## src/rtl/st7735_spi_sink.sv

```systemverilog
// st7735_spi_sink: display-side receiver for the ST7735 4-wire SPI link.
// Oversamples SCE/RST/D_C/MOSI/SCLK in the clk_24mhz domain, deframes bytes and
// decodes CASET/RASET/RAMWR into RGB565 pixel writes with x/y coordinates.
// Optional feature macro: ST7735_SINK_STATS_EN adds saturating pixel/command counters.
`timescale 1ns/1ps
module st7735_spi_sink #(
  parameter int unsigned WIDTH       = 128,
  parameter int unsigned HEIGHT      = 160,
  parameter int unsigned SYNC_STAGES = 2
) (
  input  logic        clk_24mhz,
  input  logic        rst_n,
  input  logic        SCE,
  input  logic        RST,
  input  logic        D_C,
  input  logic        MOSI,
  input  logic        SCLK,
  output logic        byte_valid,
  output logic [7:0]  byte_data,
  output logic        byte_dc,
  output logic        pix_valid,
  output logic [7:0]  pix_x,
  output logic [7:0]  pix_y,
  output logic [15:0] pix_data,
  output logic        frame_err
`ifdef ST7735_SINK_STATS_EN
  ,
  output logic [23:0] stat_pix_cnt,
  output logic [15:0] stat_cmd_cnt
`endif
);

  localparam logic [7:0] XE_DEF = 8'(WIDTH - 1);
  localparam logic [7:0] YE_DEF = 8'(HEIGHT - 1);

  typedef enum logic [2:0] {
    StIdle,
    StCasetArg,
    StRasetArg,
    StRamwr,
    StIgnore
  } state_t;

  // Synchronizer chain, bit order {SCE, RST, D_C, MOSI, SCLK}; idle levels SCE=1, RST=1
  logic [4:0] sync_q [SYNC_STAGES];
  logic       sce_s, rst_s, dc_s, mosi_s, sclk_s;

  assign sce_s  = sync_q[SYNC_STAGES-1][4];
  assign rst_s  = sync_q[SYNC_STAGES-1][3];
  assign dc_s   = sync_q[SYNC_STAGES-1][2];
  assign mosi_s = sync_q[SYNC_STAGES-1][1];
  assign sclk_s = sync_q[SYNC_STAGES-1][0];

  // Shift link inputs through SYNC_STAGES flops
  always_ff @(posedge clk_24mhz or negedge rst_n) begin
    if (!rst_n) begin
      for (int i = 0; i < int'(SYNC_STAGES); i++) sync_q[i] <= 5'b11000;
    end else begin
      sync_q[0] <= {SCE, RST, D_C, MOSI, SCLK};
      for (int i = 1; i < int'(SYNC_STAGES); i++) sync_q[i] <= sync_q[i-1];
    end
  end

  logic       sclk_prev, sce_prev;
  logic [2:0] bit_cnt;
  logic [7:0] shift_reg;
  logic       done, done_dc;
  logic       hold;  // set by panel reset, released by the next SCE falling edge
  logic       sclk_rise, sce_fall, emit, partial_abort;

  assign sclk_rise     = sclk_s & ~sclk_prev;
  assign sce_fall      = sce_prev & ~sce_s;
  assign emit          = done & ~hold & rst_s;
  assign partial_abort = rst_s & ~hold & sce_s & (bit_cnt != 3'd0);

  // Deserializer: shift on SCLK rises, present the byte one cycle after the 8th rise
  always_ff @(posedge clk_24mhz or negedge rst_n) begin
    if (!rst_n) begin
      sclk_prev  <= 1'b0;
      sce_prev   <= 1'b1;
      bit_cnt    <= 3'd0;
      shift_reg  <= 8'd0;
      done       <= 1'b0;
      done_dc    <= 1'b0;
      hold       <= 1'b0;
      byte_valid <= 1'b0;
      byte_data  <= 8'd0;
      byte_dc    <= 1'b0;
    end else begin
      sclk_prev  <= sclk_s;
      sce_prev   <= sce_s;
      done       <= 1'b0;
      byte_valid <= emit;
      if (emit) begin
        byte_data <= shift_reg;
        byte_dc   <= done_dc;
      end
      if (!rst_s) begin
        hold    <= 1'b1;
        bit_cnt <= 3'd0;
      end else if (hold) begin
        bit_cnt <= 3'd0;
        if (sce_fall) hold <= 1'b0;
      end else if (sce_s) begin
        bit_cnt <= 3'd0;
      end else if (sclk_rise) begin
        shift_reg <= {shift_reg[6:0], mosi_s};
        bit_cnt   <= bit_cnt + 3'd1;
        if (bit_cnt == 3'd7) begin
          done    <= 1'b1;
          done_dc <= dc_s;
        end
      end
    end
  end

  state_t     state;
  logic [1:0] arg_idx;
  logic [7:0] arg_start;
  logic [7:0] xs, xe, ys, ye;
  logic [7:0] cur_x, cur_y;
  logic [7:0] pix_hi;
  logic       pix_odd;

  // Command decoder, window registers, RAMWR cursor and pixel output
  always_ff @(posedge clk_24mhz or negedge rst_n) begin
    if (!rst_n) begin
      state     <= StIdle;
      arg_idx   <= 2'd0;
      arg_start <= 8'd0;
      xs        <= 8'd0;
      xe        <= XE_DEF;
      ys        <= 8'd0;
      ye        <= YE_DEF;
      cur_x     <= 8'd0;
      cur_y     <= 8'd0;
      pix_hi    <= 8'd0;
      pix_odd   <= 1'b0;
      pix_valid <= 1'b0;
      pix_x     <= 8'd0;
      pix_y     <= 8'd0;
      pix_data  <= 16'd0;
      frame_err <= 1'b0;
    end else begin
      pix_valid <= 1'b0;
      if (partial_abort) frame_err <= 1'b1;
      if (!rst_s) begin
        state     <= StIdle;
        arg_idx   <= 2'd0;
        pix_odd   <= 1'b0;
        xs        <= 8'd0;
        xe        <= XE_DEF;
        ys        <= 8'd0;
        ye        <= YE_DEF;
        frame_err <= 1'b0;
      end else if (byte_valid) begin
        if (!byte_dc) begin
          // Any command aborts partial arguments and a dangling high byte
          arg_idx <= 2'd0;
          pix_odd <= 1'b0;
          case (byte_data)
            8'h2A: state <= StCasetArg;
            8'h2B: state <= StRasetArg;
            8'h2C: begin
              state <= StRamwr;
              cur_x <= xs;
              cur_y <= ys;
            end
            8'h01: begin
              state     <= StIdle;
              xs        <= 8'd0;
              xe        <= XE_DEF;
              ys        <= 8'd0;
              ye        <= YE_DEF;
              frame_err <= 1'b0;
            end
            default: state <= StIgnore;
          endcase
        end else begin
          case (state)
            StCasetArg, StRasetArg: begin
              arg_idx <= arg_idx + 2'd1;
              if (arg_idx == 2'd1) arg_start <= byte_data;
              if (arg_idx == 2'd3) begin
                state <= StIdle;
                if (state == StCasetArg) begin
                  xs <= arg_start;
                  xe <= byte_data;
                end else begin
                  ys <= arg_start;
                  ye <= byte_data;
                end
              end
            end
            StRamwr: begin
              if (!pix_odd) begin
                pix_hi  <= byte_data;
                pix_odd <= 1'b1;
              end else begin
                pix_odd   <= 1'b0;
                pix_valid <= 1'b1;
                pix_x     <= cur_x;
                pix_y     <= cur_y;
                pix_data  <= {pix_hi, byte_data};
                if (cur_x == xe) begin
                  cur_x <= xs;
                  cur_y <= (cur_y == ye) ? ys : cur_y + 8'd1;
                end else begin
                  cur_x <= cur_x + 8'd1;
                end
              end
            end
            default: ;
          endcase
        end
      end
    end
  end

`ifdef ST7735_SINK_STATS_EN
  // Saturating activity counters, cleared only by rst_n
  always_ff @(posedge clk_24mhz or negedge rst_n) begin
    if (!rst_n) begin
      stat_pix_cnt <= 24'd0;
      stat_cmd_cnt <= 16'd0;
    end else begin
      if (pix_valid && stat_pix_cnt != 24'hFF_FFFF) stat_pix_cnt <= stat_pix_cnt + 24'd1;
      if (byte_valid && !byte_dc && stat_cmd_cnt != 16'hFFFF) begin
        stat_cmd_cnt <= stat_cmd_cnt + 16'd1;
      end
    end
  end
`endif

endmodule

```

## config.mk

```make
export PLATFORM = sky130hd
export DESIGN_NAME = st7735_spi_sink
export DESIGN_NICKNAME = d
export VERILOG_FILES = /design/src/rtl/st7735_spi_sink.sv
export SDC_FILE = /design/constraint.sdc
export NUM_CORES = 1
export LEC_CHECK = 0
export ABC_AREA = 0
export BUFFER_PORTS_ARGS = -buffer_cell sky130_fd_sc_hd__buf_4
export CAP_MARGIN = 40
export CORE_AREA = 8 8 162 164
export CTS_BUF_LIST = sky130_fd_sc_hd__clkbuf_16
export CTS_CLUSTER_DIAMETER = 150
export DETAILED_ROUTE_END_ITERATION = 6
export DIE_AREA = 0 0 170 172
export HOLD_SLACK_MARGIN = 0.05
export PLACE_DENSITY = 0.4
export SYNTH_ARGS = -nofsm -noshare
export SYNTH_HDL_FRONTEND = slang
export SYNTH_SLANG_ARGS = --single-unit
```

## constraint.sdc

```tcl
create_clock -name clk_24mhz -period 5 [get_ports clk_24mhz]
set_input_delay 0.25 -clock clk_24mhz [delete_from_list [all_inputs] [get_ports clk_24mhz]]
set_output_delay 0.25 -clock clk_24mhz [all_outputs]
set_load 0.05 [all_outputs]
```

; ---- Word level (Yosys, flattened, before mapping)
; Cells that the tools add are included.
[classes]
reduce_logical = 15
n_mux = 75
n_bitwise = 11
n_eq_ne = 23
addsub = 4
[ops]
columns = op, n
row1 = 8-bit two-way mux, 38
row2 = 5-bit AND reduction, 7
row3 = 3-bit two-way mux, 9
row4 = "8-bit by 6-bit == test with 1-bit output, second input constant", 3
row5 = 1-bit two-way mux, 23
row6 = "8-bit by 1-bit adder with 8-bit output, second input constant", 2
row7 = 8-bit == test, 2
row8 = "3-bit by 2-bit inequality test with 1-bit output, second input constant", 5
row9 = 3-bit one-hot mux with 4 select lines, 1
row10 = "8-bit by 1-bit == test with 1-bit output, second input constant", 1
row11 = 2-bit two-way mux, 4
row12 = 1-bit bitwise AND, 7
row13 = "3-bit by 2-bit == test with 1-bit output, second input constant", 2
row14 = "2-bit by 1-bit inequality test with 1-bit output, second input constant", 3
row15 = 6-bit AND reduction, 1
row16 = "4-bit by 1-bit inequality test with 1-bit output, second input constant", 1
row17 = 1-bit inverter, 4
row18 = 2-bit AND reduction, 2
row19 = 4-bit AND reduction, 1
row20 = "3-bit by 1-bit adder with 3-bit output, second input constant", 1
row21 = "3-bit by 1-bit == test with 1-bit output, second input constant", 1
row22 = "3-bit == test, second input constant", 1
row23 = "3-bit inequality test, second input constant", 1
row24 = 3-bit AND reduction, 1
row25 = other kinds (7), 7
[word_totals]
word_cells = 156
reg_bits = 140
input_bits = 7

; ---- Depth between registers and ports, before layout
; Gate-level depths: netlist (run 1).
[logic_depth]
depth_word = 9
depth_mapped = 7
ltp_nobuf = 6

; ---- Worst setup path before layout (run 1)
; OpenSTA, ideal clock, no wires.
[synth_path]
path_type = register to register
startpoint = register byte_data[5]
endpoint = register ye[6]
path_stages_with_launch = 8
period_less_slack_ps = 2249
n_path_buf = 2
setup_time_ps = 122
setup_slack_ps = 2751
arrival_ps = 2128
required_time_ps = 4878
cell_sequence = dfrtp_1 -> buf_6 -> or4b_4 -> nor3b_2 -> o21ai_1 -> and2_1 -> buf_6 -> a22o_1
[synth_between]
elab_chain_cells = 3
[synth_rtl]
columns = item, line
row1 = "start, declared", 19  ; output logic [7:0] byte_data,
row2 = "start signal, assigned", 95  ; byte_data <= shift_reg;
row3 = 8-bit by 1-bit == test with 1-bit output, 161  ; case (byte_data)
row4 = 3-bit by 2-bit inequality test with 1-bit output (no source line), --
row5 = 5-bit AND reduction (no source line), --
row6 = "end signal, assigned", 191  ; ye <= byte_data;
row7 = "end, declared", 120  ; logic [7:0] xs, xe, ys, ye;
; No other way between the ends.
; A chain may end at the register's enable or synchronous reset.

; ---- Final worst setup path (run 1)
[layout_path]
startpoint = register byte_dc
endpoint = register cur_x[0]
[layout_between]
elab_chain_cells = 2
elab_cells_between_ends = 5
classes_between = 2 x eq/ne / 1 x mux / 2 x reduce/logical
[layout_rtl]
columns = item, line
row1 = "start, declared", 20  ; output logic byte_dc,
row2 = "start signal, assigned", 96  ; byte_dc <= done_dc;
row3 = 2-bit by 1-bit inequality test with 1-bit output (no source line) or 2-bit nonzero test (tied branches), --
row4 = 5-bit AND reduction (no source line), --
row5 = "end signal, assigned", 166  ; cur_x <= xs;
row6 = "end signal, assigned", 206  ; cur_x <= xs;
row7 = "end signal, assigned", 209  ; cur_x <= cur_x + 8'd1;
row8 = "end, declared", 121  ; logic [7:0] cur_x, cur_y;
; Several ways; a longest one is shown, not always the timed one.

==> flow_summary.ini, run 1 <==
[status]
status = finished, final reports clean

[finish]
fin_area_um2 = 7390
diodes = 0
largest_reg_flops = 16
top_register = pix_data
num-nets-final = 574
regArea_um2 = 3526
layout-area-overhead-vs-synth_pct = 22.84
fill_cells = 2476
final_layout_size_suffix_gt1_share_pct = 27.23
multi_input_area_um2 = 2296
final_cells = 897

[placed_design]
dp.cells = 859
dpl-instance-area_um2 = 6735
gp_congestion = 0.8002
place_hpwl_mm = 10.53
port_buffers = 50

[grt]
first_global_vias = 4251
grt_pass1_wl_mm = 24.86
grt_max_degree = 58
track_usage_pct = 11.14
overflow = 0
antenna_found_initial = 0

[route]
highest_layer = met4
routedWlPerCell_um = 16.91
drtAntennaViolNets = 0
route.detailed.drc = 0
m1WireLength_mm = 7.000
drtIter0Drc = 244
num_vias = 3996
wl_met3_um = 698
routed_wl_mm = 15.17
wl_met2_mm = 7.387
vias_per_cell = 4.455
dr.pass1.iters = 4

[synthesis]
ys_warn_count = 0
synth_flop_cell = dfrtp_1
synth-seq-cells = 140
yosysSeqAreaShare_pct = 58.61
syn_area_um2 = 6016
post-synth-top-area-fraction_pct = 50.75
synth_common_cells = 122 x dfrtp_1, 79 x nand2_1, 42 x mux2_2, 22 x o21ai_0
synth_area_leaders = dfrtp_1 51%, dfstp_2 7.9%, mux2_2 7.9%
synth_cell_types = 53
synth_most_common_cell = dfrtp_1
synth_edf_count = 0
syn_nets = 518
synth_area_leader_cell = dfrtp_1
synthCells = 504
syn_avg_cell_area_um2 = 11.94
async_flop_share_pct = 100.0

[floorplan]
coreArea_um2 = 23820
die-area_um2 = 29240
num_rows = 57
die_x_um = 170
boundaryPins = 51
die_h_um = 172
initial_core_util_pct = 25.25

[timing]
timing.fmax_mhz = 382.7
min_period_ps = 2613
setup_tns_ps = 0
rsz0062_at_grt = false
slew_headroom_pct = 45.52
tightestPinTransition_ps = 814.5
maxSlewViolCount = 0
timing.final.crit_share_pct = 52.27
hold_viol = 0
finalSetupViolCount = 0
clock_skew_ps = 12.35

[setup_path]
worstSetupPathType = flop to flop
critPathBufInv = 1
end_kind = flop
cp.arrival_ps = 2920
cp_top_family = compound AO/OA/AOI/OAI gates
required_ps = 5310
cp_cell_sequence = and3_1, nand3_2, buf_4, o41a_1, nor2_1, a221o_1
crit_path_start_kind = flop
path_max_fanout = 46
slowest_delay_ps = 570
cp_slowest_cell = dfrtp_1

[power]
power.density_nw_per_um2 = 332.2
irDropWorstVdd_uv = 210.9
p_total_mw = 2.455
power_leakage_nw = 3.410

[worst_hold_path]
min_path_type = input pin to asynchronous set/reset pin

[clock_tree]
cts_made_buffers = 17
insertion_delay_ps = 430
clk_pin_slew_ps = 60
post_cts_buffers = 0
root_buffer = clkbuf_16
htreeDepth = 4
clock_sinks = 140
clk_path_buf_depth = 2
cts_tree = yes

[job]
cap_violations = 0
[stage by stage]
stage	utilization [%]	hold slack, ps	worst slack, ps
6_report	31.02	315.1	2387
5_1_grt	31.02	345.2	2141
4_1_cts	31.02	320.5	2363
3_5_place_dp	28.28	196.0	2361
3_3_place_gp	28.16	336.9	2444
2_1_floorplan	-	-45.59	2751
[cells by family after synthesis]
logic type / count (synthesis) / share of synthesized area (%)
simple gates: 142 / 11.54
buf+inv: 43 / 3.307
mux: 57 / 10.36
compound gates: 96 / 11.96
flops: 140 / 58.61
fa+ha+maj: 7 / 1.456
xor+xnor: 19 / 2.766
[final cells by class]
| cell class | count | share of cell area [%] |
|---|---|---|
| Sequential cell | 140 | 47.71 |
| Clock buffer | 17 | 5.757 |
| Inverter | 19 | 0.9651 |
| Tap cell | 324 | 5.486 |
| Clock inverter | 15 | 2.286 |
| Multi-Input combinational cell | 321 | 31.07 |
| Timing Repair Buffer | 61 | 6.722 |
[metal layers]
metal,track usage [%],vias to the layer above
met1,14.29,2015
li1,-,1902
met5,0,-
met4,3.166,0
met2,17.63,72
met3,3.767,7
[worst paths after layout]
| check | from | end | slack, ps | cells past startpoint |
|---|---|---|---|---|
| max reg2reg | byte_dc | cur_x[0] | 2390 | 6 |
| max in group asynchronous | rst_n | ye[6] | 3410 | 4 |
| min reg2reg | sync_q[8] | rst_s | 350 | 0 |
| max | byte_dc | cur_x[0] | 2390 | 6 |
| min in group clk_24mhz | sync_q[8] | rst_s | 350 | 0 |
| min | rst_n | cur_y[1] | 320 | 2 |
[worst register-to-register path: stages (launching register included)]
cell and delay, ps:
dfrtp_1 570, and3_1 290, nand3_2 70, buf_4 450, o41a_1 580, nor2_1 210, a221o_1 330
[what timing repair did]
item	in CTS	in global routing
hold buffers	6	0
resized for setup	0	0
endpoints found under the hold margin	34	0
[power by group]
part / total [mW] / internal, mW / switching, mW
registers: 1.15 / 1.14 / 0.00601
clock network: 1.26 / 0.741 / 0.520
logic: 0.0447 / 0.0140 / 0.0307
[layout by cell type, fill, tap and decap left out, types with 4 or more instances in the layout]
cell type | synthesis | layout
a21oi_1 | 6 | 6
a22o_1 | 19 | 19
a22oi_1 | 10 | 10
and3_1 | 9 | 9
buf_4 | 0 | 53
clkbuf_16 | 0 | 17
clkinv_4 | 0 | 8
clkinvlp_4 | 0 | 4
dfrtp_1 | 122 | 122
dfstp_2 | 18 | 18
dlygate4sd3_1 | 0 | 6
ha_1 | 7 | 7
inv_1 | 16 | 16
mux2_2 | 42 | 42
mux2i_1 | 15 | 15
nand2_1 | 79 | 79
nand3_1 | 8 | 7
nand4_1 | 4 | 4
nor2_1 | 16 | 16
nor2b_1 | 6 | 6
nor3_1 | 4 | 4
o21ai_0 | 22 | 22
o22a_1 | 13 | 13
xnor2_1 | 19 | 19
No activity file was read; power rests on OpenSTA's default activity.
==> run 2, diff against run 1 <==
--- a/config.mk
+++ b/config.mk
@@ -14,7 +14,7 @@
 export DETAILED_ROUTE_END_ITERATION = 6
 export DIE_AREA = 0 0 170 172
 export HOLD_SLACK_MARGIN = 0.05
-export PLACE_DENSITY = 0.4
+export PLACE_DENSITY = 0.41
 export SYNTH_ARGS = -nofsm -noshare
 export SYNTH_HDL_FRONTEND = slang
 export SYNTH_SLANG_ARGS = --single-unit
==> constraint.sdc (replaced) <==
create_clock -name clk_24mhz -period 2.1 [get_ports clk_24mhz]
set_input_delay 0.105 -clock clk_24mhz [delete_from_list [all_inputs] [get_ports clk_24mhz]]
set_output_delay 0.105 -clock clk_24mhz [all_outputs]
set_load 0.05 [all_outputs]
==> run 2 against run 1 <==
  * Combinational power grew to 2.5 times the previous value
  * Global-route usage hardly changed
  * Register-to-register slack worse by 2300 ps
  * First-iteration DRC count is 11% lower
  * Clock power grew to 2.6 times the previous value
  * Total power is 150% higher
  * Highest routed layer unchanged
  * Non-clock buffer count is 30 higher
  * Clock-buffer cell count stayed put
  * Final area is 3.8% higher
  * Die area stayed put
  * Critical endpoint unchanged
  * Via count is 3.6% higher
  * Critical path depth stayed put
==> flow_summary.ini, run 2 (synthesis gave the netlist of run 1 again) <==
[status]
status = finished, final reports clean

[finish]
num-nets-final = 604
layout_commonest_cell = dfrtp_1
top_register = pix_data
final_core_util_pct = 32.20
layout-area-overhead-vs-synth_pct = 27.50
mostFrequentLayoutCells = 115 x dfrtp_1, 82 x buf_4, 79 x nand2_1
diodes = 0
regArea_um2 = 3535
multi_input_area_um2 = 2306
largest_reg_flops = 16
final_cells = 927
fill_cells = 2437
final_layout_size_suffix_gt1_share_pct = 32.17

[floorplan]
num_rows = 57
die_h_um = 172
boundaryPins = 51
initial_core_util_pct = 25.25
die-area_um2 = 29240
coreArea_um2 = 23820
die_x_um = 170

[timing]
rsz0062_at_grt = false
min_period_ps = 1998
timing.final.crit_share_pct = 95.16
clock_skew_ps = 10.28
setup_tns_ps = 0
hold_viol = 0
timing.fmax_mhz = 500.4
maxSlewViolCount = 0
tightestPinTransition_ps = 614.8
finalSetupViolCount = 0
slew_headroom_pct = 59.01

[setup_path]
timing.rr.start = byte_data[4]
worstSetupPathType = flop to flop
r2r-end = cur_x[0]
crit_path_start_kind = flop
end_kind = flop
required_ps = 2450
path_max_fanout = 7
worstSetupStartpoint = byte_data[4]
r2r_cells = 6
r2r_slack_ps = 100
crit_end = cur_x[0]
cp.arrival_ps = 2350

[grt]
grt_max_degree = 57
overflow = 0
antenna_found_initial = 0
grt_pass1_wl_mm = 25.41
track_usage_pct = 11.16
first_global_vias = 4474

[power]
power.density_nw_per_um2 = 791.5
power_leakage_nw = 3.574
irDropWorstVdd_uv = 581.6

[route]
drtIter0Drc = 217
route.detailed.drc = 0
drtAntennaViolNets = 0
dr.pass1.iters = 4
routed_wl_mm = 15.14
num_vias = 4138
vias_per_cell = 4.464
routedWlPerCell_um = 16.34

[clock_tree]
insertion_delay_ps = 420
clk_pin_slew_ps = 60
cts_made_buffers = 17
clk_path_buf_depth = 2
root_buffer = clkbuf_16
clock_sinks = 140
htreeDepth = 4
cts_tree = yes

[job]
cap_violations = 0

[placed_design]
dp.cells = 888
gp_congestion = 0.7978
place_hpwl_mm = 10.82
port_buffers = 50

[worst_hold_path]
min_path_type = input pin to asynchronous set/reset pin
run 2: changes by cell type in the layout (fill, tap and decap cells not counted), moves of 2 or more:
cell       delta
inv_6         +4
dfrtp_1       -7
bufinv_16     +2
buf_4        +29
clkinv_4      -6
dfrtp_2       +7
run 2: final cells by class:
type | instances | area share, %
well taps | 324 | 5.285
clock inverters | 15 | 2.724
multi-input cells | 321 | 30.07
flip-flops and latches | 140 | 46.08
repair buffers | 91 | 9.364
inverters | 19 | 0.9299
clock buffers | 17 | 5.546
run 2: what timing repair did:
item / in CTS / in global routing
pin swaps: 0 / 2
hold buffers: 6 / 0
buffers inserted: 0 / 1
endpoints found under the setup margin: 2 / 7
gates resized for setup: 1 / 2
hold endpoints to repair: 58 / 0
run 2: power by group:
| group | total [mW] | internal, mW | switching [mW] |
|---|---|---|---|
| Clock | 3.22 | 2.01 | 1.22 |
| Combinational | 0.113 | 0.0362 | 0.0768 |
| Sequential | 2.73 | 2.72 | 0.0130 |
| Total | 6.07 | 4.77 | 1.30 |
run 2: per-stage QoR:
step,hold WS [ps],power (mW),setup WS [ps],cell area (µm²)
3_3_place_gp,115.8,2.890,27.02,6954
6_report,222.8,6.071,101.6,7670
4_1_cts,258.3,6.160,15.46,7651
5_1_grt,293.1,6.301,0.7410,7670
3_5_place_dp,118.4,2.893,-0.6715,6954
2_1_floorplan,-190.6,2.809,-25.10,6033
run 2: worst max-delay path, cell delays in order (launching register included):
cell     delay (ps)
dfrtp_2         420
nor4_4          350
nand4_4         160
o41a_1          490
buf_6           200
nor3_1          160
a221o_1         140
run 2: per-layer routing:
metal / wire length (µm) / track usage (%)
met5: 0 / 0
met3: 627 / 3.059
met1: 7056 / 14.30
met2: 7326 / 18.29
met4: 133 / 3.089
run 2: worst min-delay path by stage:
| stage | slack, ps | end | from | cells past startpoint |
|---|---|---|---|---|
| 6_report | 220 | pix_y[2] | rst_n | 2 |
| 5_1_grt | 290 | pix_y[2] | rst_n | 2 |
| 4_1_cts | 260 | pix_y[2] | rst_n | 2 |
| 3_5_place_dp | 120 | pix_y[2] | rst_n | 1 |
| 3_3_place_gp | 120 | pix_y[3] | rst_n | 1 |
| 2_1_floorplan | -190 | arg_idx[0] | rst_n | 0 |
